`config.mk`:
```
export PLATFORM = sky130hd
export DESIGN_NAME = m6502_bus_ctrl
export DESIGN_NICKNAME = d
export VERILOG_FILES = /design/src/rtl/m6502_bus_ctrl_pkg.sv /design/src/rtl/m6502_region_decode.sv /design/src/rtl/m6502_bus_ctrl.sv
export SDC_FILE = /design/constraint.sdc
export NUM_CORES = 1
export LEC_CHECK = 0
export CORE_MARGIN = 2
export CORE_UTILIZATION = 45
export CTS_BUF_LIST = sky130_fd_sc_hd__clkbuf_8 sky130_fd_sc_hd__clkbuf_16
export CTS_CLUSTER_SIZE = 30
export DETAILED_ROUTE_END_ITERATION = 12
export PLACE_DENSITY = 0.85
export REMOVE_ABC_BUFFERS = 1
export SLEW_MARGIN = 40
export SYNTH_ARGS = -nofsm -noshare
export SYNTH_HDL_FRONTEND = slang
export SYNTH_SLANG_ARGS = --single-unit
export TNS_END_PERCENT = 30
```
`constraint.sdc`:
```
create_clock -name clk -period 2.6 [get_ports clk]
set_input_delay 0.78 -clock clk [delete_from_list [all_inputs] [get_ports clk]]
set_output_delay 0.78 -clock clk [all_outputs]
set_load 0.05 [all_outputs]
```
`src/rtl/m6502_bus_ctrl_pkg.sv`:
```
// Shared definitions for the m6502 memory-side bus controller: region codes,
// controller state encoding and the region -> one-hot select mapping.
package m6502_bus_ctrl_pkg;

  typedef enum logic [1:0] {
    REGION_RAM = 2'd0,
    REGION_ROM = 2'd1,
    REGION_IO  = 2'd2
  } region_e;

  typedef enum logic {
    BUS_IDLE   = 1'b0,
    BUS_ACCESS = 1'b1
  } bus_state_e;

  // Select vector ordering is {io, rom, ram}.
  function automatic logic [2:0] region_onehot(input region_e r);
    logic [2:0] sel;
    case (r)
      REGION_IO:  sel = 3'b100;
      REGION_ROM: sel = 3'b010;
      default:    sel = 3'b001;
    endcase
    return sel;
  endfunction

endpackage

```
`src/rtl/m6502_region_decode.sv`:
```
// Combinational address decode: IO page first, then ROM window, else RAM,
// together with that region's read wait-state count.
module m6502_region_decode
  import m6502_bus_ctrl_pkg::*;
#(
  parameter logic [15:0] ROM_BASE = 16'hE000,
  parameter logic [7:0]  IO_PAGE  = 8'hD0,
  parameter int unsigned RAM_WAIT = 0,
  parameter int unsigned ROM_WAIT = 1,
  parameter int unsigned IO_WAIT  = 2
) (
  input  logic [15:0] addr,
  output region_e     region,
  output logic [3:0]  wait_cnt
);

  // The wait counter is 4 bits wide; larger values could never be counted out.
  if (RAM_WAIT > 15 || ROM_WAIT > 15 || IO_WAIT > 15) begin : g_bad_wait
    $error("m6502_region_decode: wait-state parameters must be 0..15");
  end

  always_comb begin
    region   = REGION_RAM;
    wait_cnt = 4'(RAM_WAIT);
    if (addr[15:8] == IO_PAGE) begin
      region   = REGION_IO;
      wait_cnt = 4'(IO_WAIT);
    end else if (addr >= ROM_BASE) begin
      region   = REGION_ROM;
      wait_cnt = 4'(ROM_WAIT);
    end
  end

endmodule

```
`src/rtl/m6502_bus_ctrl.sv`:
```
// Memory-side bus controller for the m6502 core: decodes requests into RAM/ROM/IO
// accesses, inserts per-region read wait states and returns read data to the core.
module m6502_bus_ctrl
  import m6502_bus_ctrl_pkg::*;
#(
  parameter int unsigned RAM_WAIT = 0,
  parameter int unsigned ROM_WAIT = 1,
  parameter int unsigned IO_WAIT  = 2,
  parameter logic [15:0] ROM_BASE = 16'hE000,
  parameter logic [7:0]  IO_PAGE  = 8'hD0
) (
  input  logic        clk,
  input  logic        reset,
  input  logic [15:0] cpu_addr,
  input  logic        cpu_rd_req,
  input  logic        cpu_wr_en,
  input  logic [7:0]  cpu_wr_data,
  output logic [7:0]  cpu_rd_data,
  output logic        cpu_ready,
  output logic [15:0] mem_addr,
  output logic [7:0]  mem_wr_data,
  output logic        mem_rd,
  output logic        mem_wr,
  output logic        ram_sel,
  output logic        rom_sel,
  output logic        io_sel,
  input  logic [7:0]  ram_rd_data,
  input  logic [7:0]  rom_rd_data,
  input  logic [7:0]  io_rd_data,
  output logic        rom_wr_fault,
  output logic        proto_err,
  output bus_state_e  dbg_state
);

  // Handshake: the core may pulse cpu_rd_req or cpu_wr_en only while cpu_ready=1;
  // a read holds cpu_ready low until the edge that loads cpu_rd_data, writes never
  // drop it, and any request made while cpu_ready=0 is ignored and flagged.

  bus_state_e state_q, state_d;
  region_e    region_q, region_d, dec_region;
  logic [3:0] cnt_q, cnt_d, dec_wait;
  logic [2:0] sel_q, sel_d;
  logic [7:0] rd_data_d, wr_data_d;
  logic [15:0] addr_d;
  logic       ready_d, mem_rd_d, mem_wr_d, fault_d, perr_d;

  m6502_region_decode #(
    .ROM_BASE(ROM_BASE), .IO_PAGE(IO_PAGE),
    .RAM_WAIT(RAM_WAIT), .ROM_WAIT(ROM_WAIT), .IO_WAIT(IO_WAIT)
  ) u_decode (
    .addr    (cpu_addr),
    .region  (dec_region),
    .wait_cnt(dec_wait)
  );

  always_comb begin
    state_d   = state_q;
    region_d  = region_q;
    cnt_d     = cnt_q;
    ready_d   = cpu_ready;
    rd_data_d = cpu_rd_data;
    addr_d    = mem_addr;
    wr_data_d = mem_wr_data;
    mem_rd_d  = 1'b0;
    mem_wr_d  = 1'b0;
    sel_d     = 3'b000;
    fault_d   = 1'b0;
    perr_d    = 1'b0;
    case (state_q)
      BUS_IDLE: begin
        if (cpu_wr_en) begin
          // A read arriving with a write is dropped; the write still goes out.
          perr_d = cpu_rd_req;
          if (dec_region == REGION_ROM) begin
            fault_d = 1'b1;
          end else begin
            mem_wr_d  = 1'b1;
            sel_d     = region_onehot(dec_region);
            addr_d    = cpu_addr;
            wr_data_d = cpu_wr_data;
          end
        end else if (cpu_rd_req) begin
          mem_rd_d = 1'b1;
          sel_d    = region_onehot(dec_region);
          addr_d   = cpu_addr;
          region_d = dec_region;
          cnt_d    = dec_wait;
          ready_d  = 1'b0;
          state_d  = BUS_ACCESS;
        end
      end
      default: begin
        perr_d = cpu_rd_req | cpu_wr_en;
        if (cnt_q != 4'd0) begin
          cnt_d = cnt_q - 4'd1;
        end else begin
          case (region_q)
            REGION_IO:  rd_data_d = io_rd_data;
            REGION_ROM: rd_data_d = rom_rd_data;
            default:    rd_data_d = ram_rd_data;
          endcase
          ready_d = 1'b1;
          state_d = BUS_IDLE;
        end
      end
    endcase
  end

  always_ff @(posedge clk or posedge reset) begin
    if (reset) begin
      state_q      <= BUS_IDLE;
      region_q     <= REGION_RAM;
      cnt_q        <= 4'd0;
      cpu_ready    <= 1'b1;
      cpu_rd_data  <= 8'h00;
      mem_addr     <= 16'h0000;
      mem_wr_data  <= 8'h00;
      mem_rd       <= 1'b0;
      mem_wr       <= 1'b0;
      sel_q        <= 3'b000;
      rom_wr_fault <= 1'b0;
      proto_err    <= 1'b0;
    end else begin
      state_q      <= state_d;
      region_q     <= region_d;
      cnt_q        <= cnt_d;
      cpu_ready    <= ready_d;
      cpu_rd_data  <= rd_data_d;
      mem_addr     <= addr_d;
      mem_wr_data  <= wr_data_d;
      mem_rd       <= mem_rd_d;
      mem_wr       <= mem_wr_d;
      sel_q        <= sel_d;
      rom_wr_fault <= fault_d;
      proto_err    <= perr_d;
    end
  end

  assign {io_sel, rom_sel, ram_sel} = sel_q;
  assign dbg_state = state_q;

endmodule

```
Word level (Yosys, flattened, before mapping). Index checks and enable logic that the tools add are counted.

Register bits after elaboration: 47. Input port bits: 52. Output and inout bits: 41. Word-level logic and storage cells: 72.

Add/sub/neg operators: 1. Magnitude comparators: 1. Equality and inequality tests: 9. Muxes and demuxes: 35. Bitwise logic cells: 5. Reductions and logical operators: 9.

Operators by type and width (count): 16-bit two-way mux (3); 4-bit two-way mux (5); 1-bit two-way mux (19); 16-bit greater-or-equal comparator (second input constant) (1); 8-bit one-hot mux with 2 select lines (1); 3-bit two-way mux (5); 3-bit AND reduction (5); 8-bit equality test (second input constant) (1); 3-bit one-hot mux with 2 select lines (1); 2-bit by 1-bit equality test with 1-bit output (second input constant) (2); 2-bit equality test (second input constant) (2); 2-bit by 1-bit inequality test with 1-bit output (second input constant) (2); 2-bit inequality test (second input constant) (2); 1-bit NOT (4); 2-bit nonzero test (2); 4-bit nonzero test (1); 4-bit by 1-bit subtractor with 4-bit output (second input constant) (1); 2-bit two-way mux (1); 2-bit AND reduction (1); 1-bit bitwise OR (1).

Logic depth before layout (Yosys ltp).
Depth after elaboration: 8. Depth in mapped cells: 7. Mapped depth without buffers: 5.

By module. A second synthesis with hierarchy kept.

Cell total of the unflattened synthesis: 171. Area total of the unflattened synthesis: 2184.6 µm².

By module, submodules not included: m6502_bus_ctrl (times used 1, cells each 162, area an instance 2118.3 µm²); m6502_region_decode (times used 1, cells each 9, area an instance 66.3 µm²).

Least setup slack after synthesis. No wires, ideal clock.

Path kind: input port to flip-flop. From: input port cpu_wr_en. To: register mem_addr[0]. Arrival: 1.815 ns. Setup slack: 0.660 ns. Stages: 6. Path through: clkbuf_2 nor2_1 a211o_1 buf_6 buf_12 mux2_4.

Longest elaborated chain between the ends: 2.

RTL lines: start: declaration (line m6502_bus_ctrl.sv:16) `input logic cpu_wr_en,`; 2-bit inequality test (no line) or 2-bit nonzero test (tied branches); 3-bit AND reduction (no line); end signal: assignment (line m6502_bus_ctrl.sv:129) `mem_addr <= addr_d;`; end: declaration (line m6502_bus_ctrl.sv:20) `output logic [15:0] mem_addr,`.

Several ways; a longest one is shown, not always the timed one. A chain may end at the register's enable or synchronous reset.

Worst setup path in the final report.
From: register cpu_ready. To: output port cpu_ready.

RTL lines: start: declaration (line m6502_bus_ctrl.sv:19) `output logic cpu_ready,`; start signal: assignment (line m6502_bus_ctrl.sv:127) `cpu_ready <= ready_d;`.

No word-level cell between the ends.

==> metrics <==
count of different cell masters after synthesis=35; Max Clk Rate=about 410 MHz; area fraction of the dominant cell type after synthesis=0.547; DR iter-0 viols=55; worst hold path class=reg -> reg; FF+latch area=between 1000 and 1500 sq um; hold path endpoint=cpu_ready; CTS resizes=0; CP Max Fanout=2; antenna-violating nets left=0; Slew headroom=0.649; WHS Path Cells=2; beginning of the worst hold path=cpu_ready; worst-margin pin slew=0.524 ns; most common cell in the netlist=dfrtp_1; DRC viols=0; pwr dens=around 1300 nW/um^2; synth-to-layout area growth=50.7%; CP startpoint kind=flip-flop; largest cells by area after synthesis=dfrtp_1, mux2_2, mux2_4; post-DR wirelength/cell=roughly 15 um; Crit Reg-Reg Startpoint=cnt_q[0]; WS Path Type=reg -> out; CTS max path bufs=2; via count=roughly 1,600; chip height=slightly above 70 um; number of enable flip-flop cells after synthesis=0; top_reg_cell synth=dfrtp_1; total gr overflow=0; hold_ws=about 0.47 ns; area of the multi-input gates=~830 sq um; CTS tree=done; Final #Nets=approximately 320; full die area=between 5000 and 6000 sq um; Ports=93; CP required=~1.8 ns; crit path cell chain=clkdlybuf4s50_1; Initial Utilization=0.474; crit path time final=around 2.4 ns; Synth warnings=0; total leakage power=between 1 and 1.5 nW; vias per cell=about 5.2; status=finished, final reports clean; Num CTS Buffers=5; Reg-to-Reg End=cnt_q[1]; crit share post-route=0.928; largest net degree at the start of global routing=23; top cells by count, synth=dfrtp_1, mux2_2, nand2_1, mux2_4; CP max-delay cell=clkdlybuf4s50_1; Final GP Congestion=between 0.8 and 0.9; first-pass GRT wire length=7.70 mm; Hold Buf Count CTS=0; Slew Limit Fails=0; FFs w/ async S/R, synth=1.00; Reg2Reg Setup Slack=around 0.98 ns; Die W=between 70 and 80 um; DP Area=roughly 3100 sq um; WP buf/inv=1; Worst Skew=roughly 0.0086 ns; CTS H-Tree Depth=2; Crit path arrival time=roughly 1.6 ns; RSZ-0062 raised after global routing=no; VDD IR max=approximately 650 uV; family with the most delay on the worst path=buffers and inverters; register bit count reported by yosys=47; Final Non-Filler Cells=312; Total Power=around 4.2 mW; Avg Cell Area, Syn=roughly 13 sq um; Clock Sinks=47; Design Area, Final=about 3200 sq um; layout cells sized above 1=0.165; Core Rows=24; post-synthesis sequential area ratio=0.559; Synth Cell Area=approximately 2100 sq um; Final Hold Fails=0; total global routing track utilization=0.190; worst skew pair latency=approximately 0.29 ns; Max-cap violations=0; final WL=between 4 and 5 mm; Detailed Routing Iterations Pass 1=5; vias in the first global route=between 1,500 and 2,000; CP Capture Type=primary output; reg2reg path depth=6; Layout fillers=about 330; setup TNS=0 ns; max incr delay on CP=0.80 ns; root buf cell=clkbuf_8; setup bufs post-CTS=0; antenna violations before repair=0; # diodes=0; port bufs=92; Final HPWL DP=approximately 3.6 mm; Synth Instances=164; Worst-path clk slew=about 0.090 ns; area leader, netlist=dfrtp_1; Post-Place Cells=approximately 300; Placeable Area=between 4000 and 5000 sq um; Final Setup Violations=0
==> cell families (layout without fill, tap and decap cells) <==
logic type / after synthesis / after routing / synth area share
DFF: 47 / 47 / 0.559
and+or+nand+nor: 40 / 40 / 0.108
muxes: 29 / 29 / 0.170
adders and majority gates: 4 / 4 / 0.0238
buffers and inverters: 19 / 115 / 0.0476
AOI/OAI and AO/OA: 25 / 25 / 0.0916
==> power breakdown <==
group | total, mW | leakage [nW] | internal (mW) | switching (mW)
Clock | 0.431 | 0.0402 | 0.187 | 0.244
Sequential | 1.23 | 0.570 | 1.06 | 0.170
Combinational | 2.50 | 0.806 | 0.995 | 1.51
==> metal layers <==
layer | vias to the layer above | share of wire | track usage
met5 | - | 0 | 0
met4 | 0 | 0.0062 | 0.0576
met3 | 8 | 0.075 | 0.0653
met2 | 71 | 0.50 | 0.311
met1 | 782 | 0.42 | 0.238
li1 | 767 | - | -
==> registers in the layout, summed over array words and instances, names as in the netlist <==
name,count
proto_err,1
cnt_q,4
rom_wr_fault,1
dbg_state,1
region_q,2
mem_addr,16
mem_wr_data,8
mem_wr,1
cpu_ready,1
sel_q,3
mem_rd,1
cpu_rd_data,8
==> cell usage in the layout, fill, tap and decap left out <==
master           count
clkdlybuf4s50_1     92
dfrtp_1             46
mux2_2              14
nand2_1             11
mux2_4              10
nor2b_1              9
a221oi_1             8
o31ai_1              8
inv_1                8
mux2i_1              5
clkbuf_8             5
buf_4                5
nor2_1               4
ha_1                 4
nand3_1              3
nand2b_1             3
nor4b_1              2
a21oi_1              2
nor3_1               2
o211ai_1             2
clkinvlp_4           2
or3b_2               1
a21o_1               1
nand4bb_1            1
and3_4               1
a211o_1              1
and2_1               1
a21boi_1             1
and3_2               1
inv_2                1
and2b_1              1
o21ai_0              1
a41oi_1              1
clkinv_2             1
dfstp_2              1
buf_12               1
==> final cells by class <==
cell class              count  area share
clock buffers               5      0.0217
clock inverters             3     0.00631
inverters                   9      0.0107
multi-input cells          98       0.261
flip-flops and latches     47       0.371
well taps                  52      0.0205
repair buffers             98       0.309
==> how the worst max path moves through the flow <==
stage	startpoint	endpoint	slack (ns)	cells after the start
final	cpu_ready	cpu_ready	0.19	1
after floorplan	cpu_rd_req	mem_addr[10]	0.58	3
after CTS	cpu_ready	cpu_ready	0.17	1
after global placement	cpu_addr[13]	mem_addr[0]	0.24	5
after detailed placement	cpu_wr_en	mem_addr[9]	0.20	5
after global routing	cpu_ready	cpu_ready	0.15	1
==> per-stage QoR <==
| step | utilization | setup WS (ns) |
|---|---|---|
| 3_5_place_dp | 0.693 | 0.202 |
| 2_1_floorplan | - | 0.579 |
| 4_1_cts | 0.713 | 0.168 |
| 3_3_place_gp | 0.693 | 0.238 |
| 5_1_grt | 0.713 | 0.147 |
| 6_report | 0.713 | 0.188 |
(Power assumes the default switching activity.)
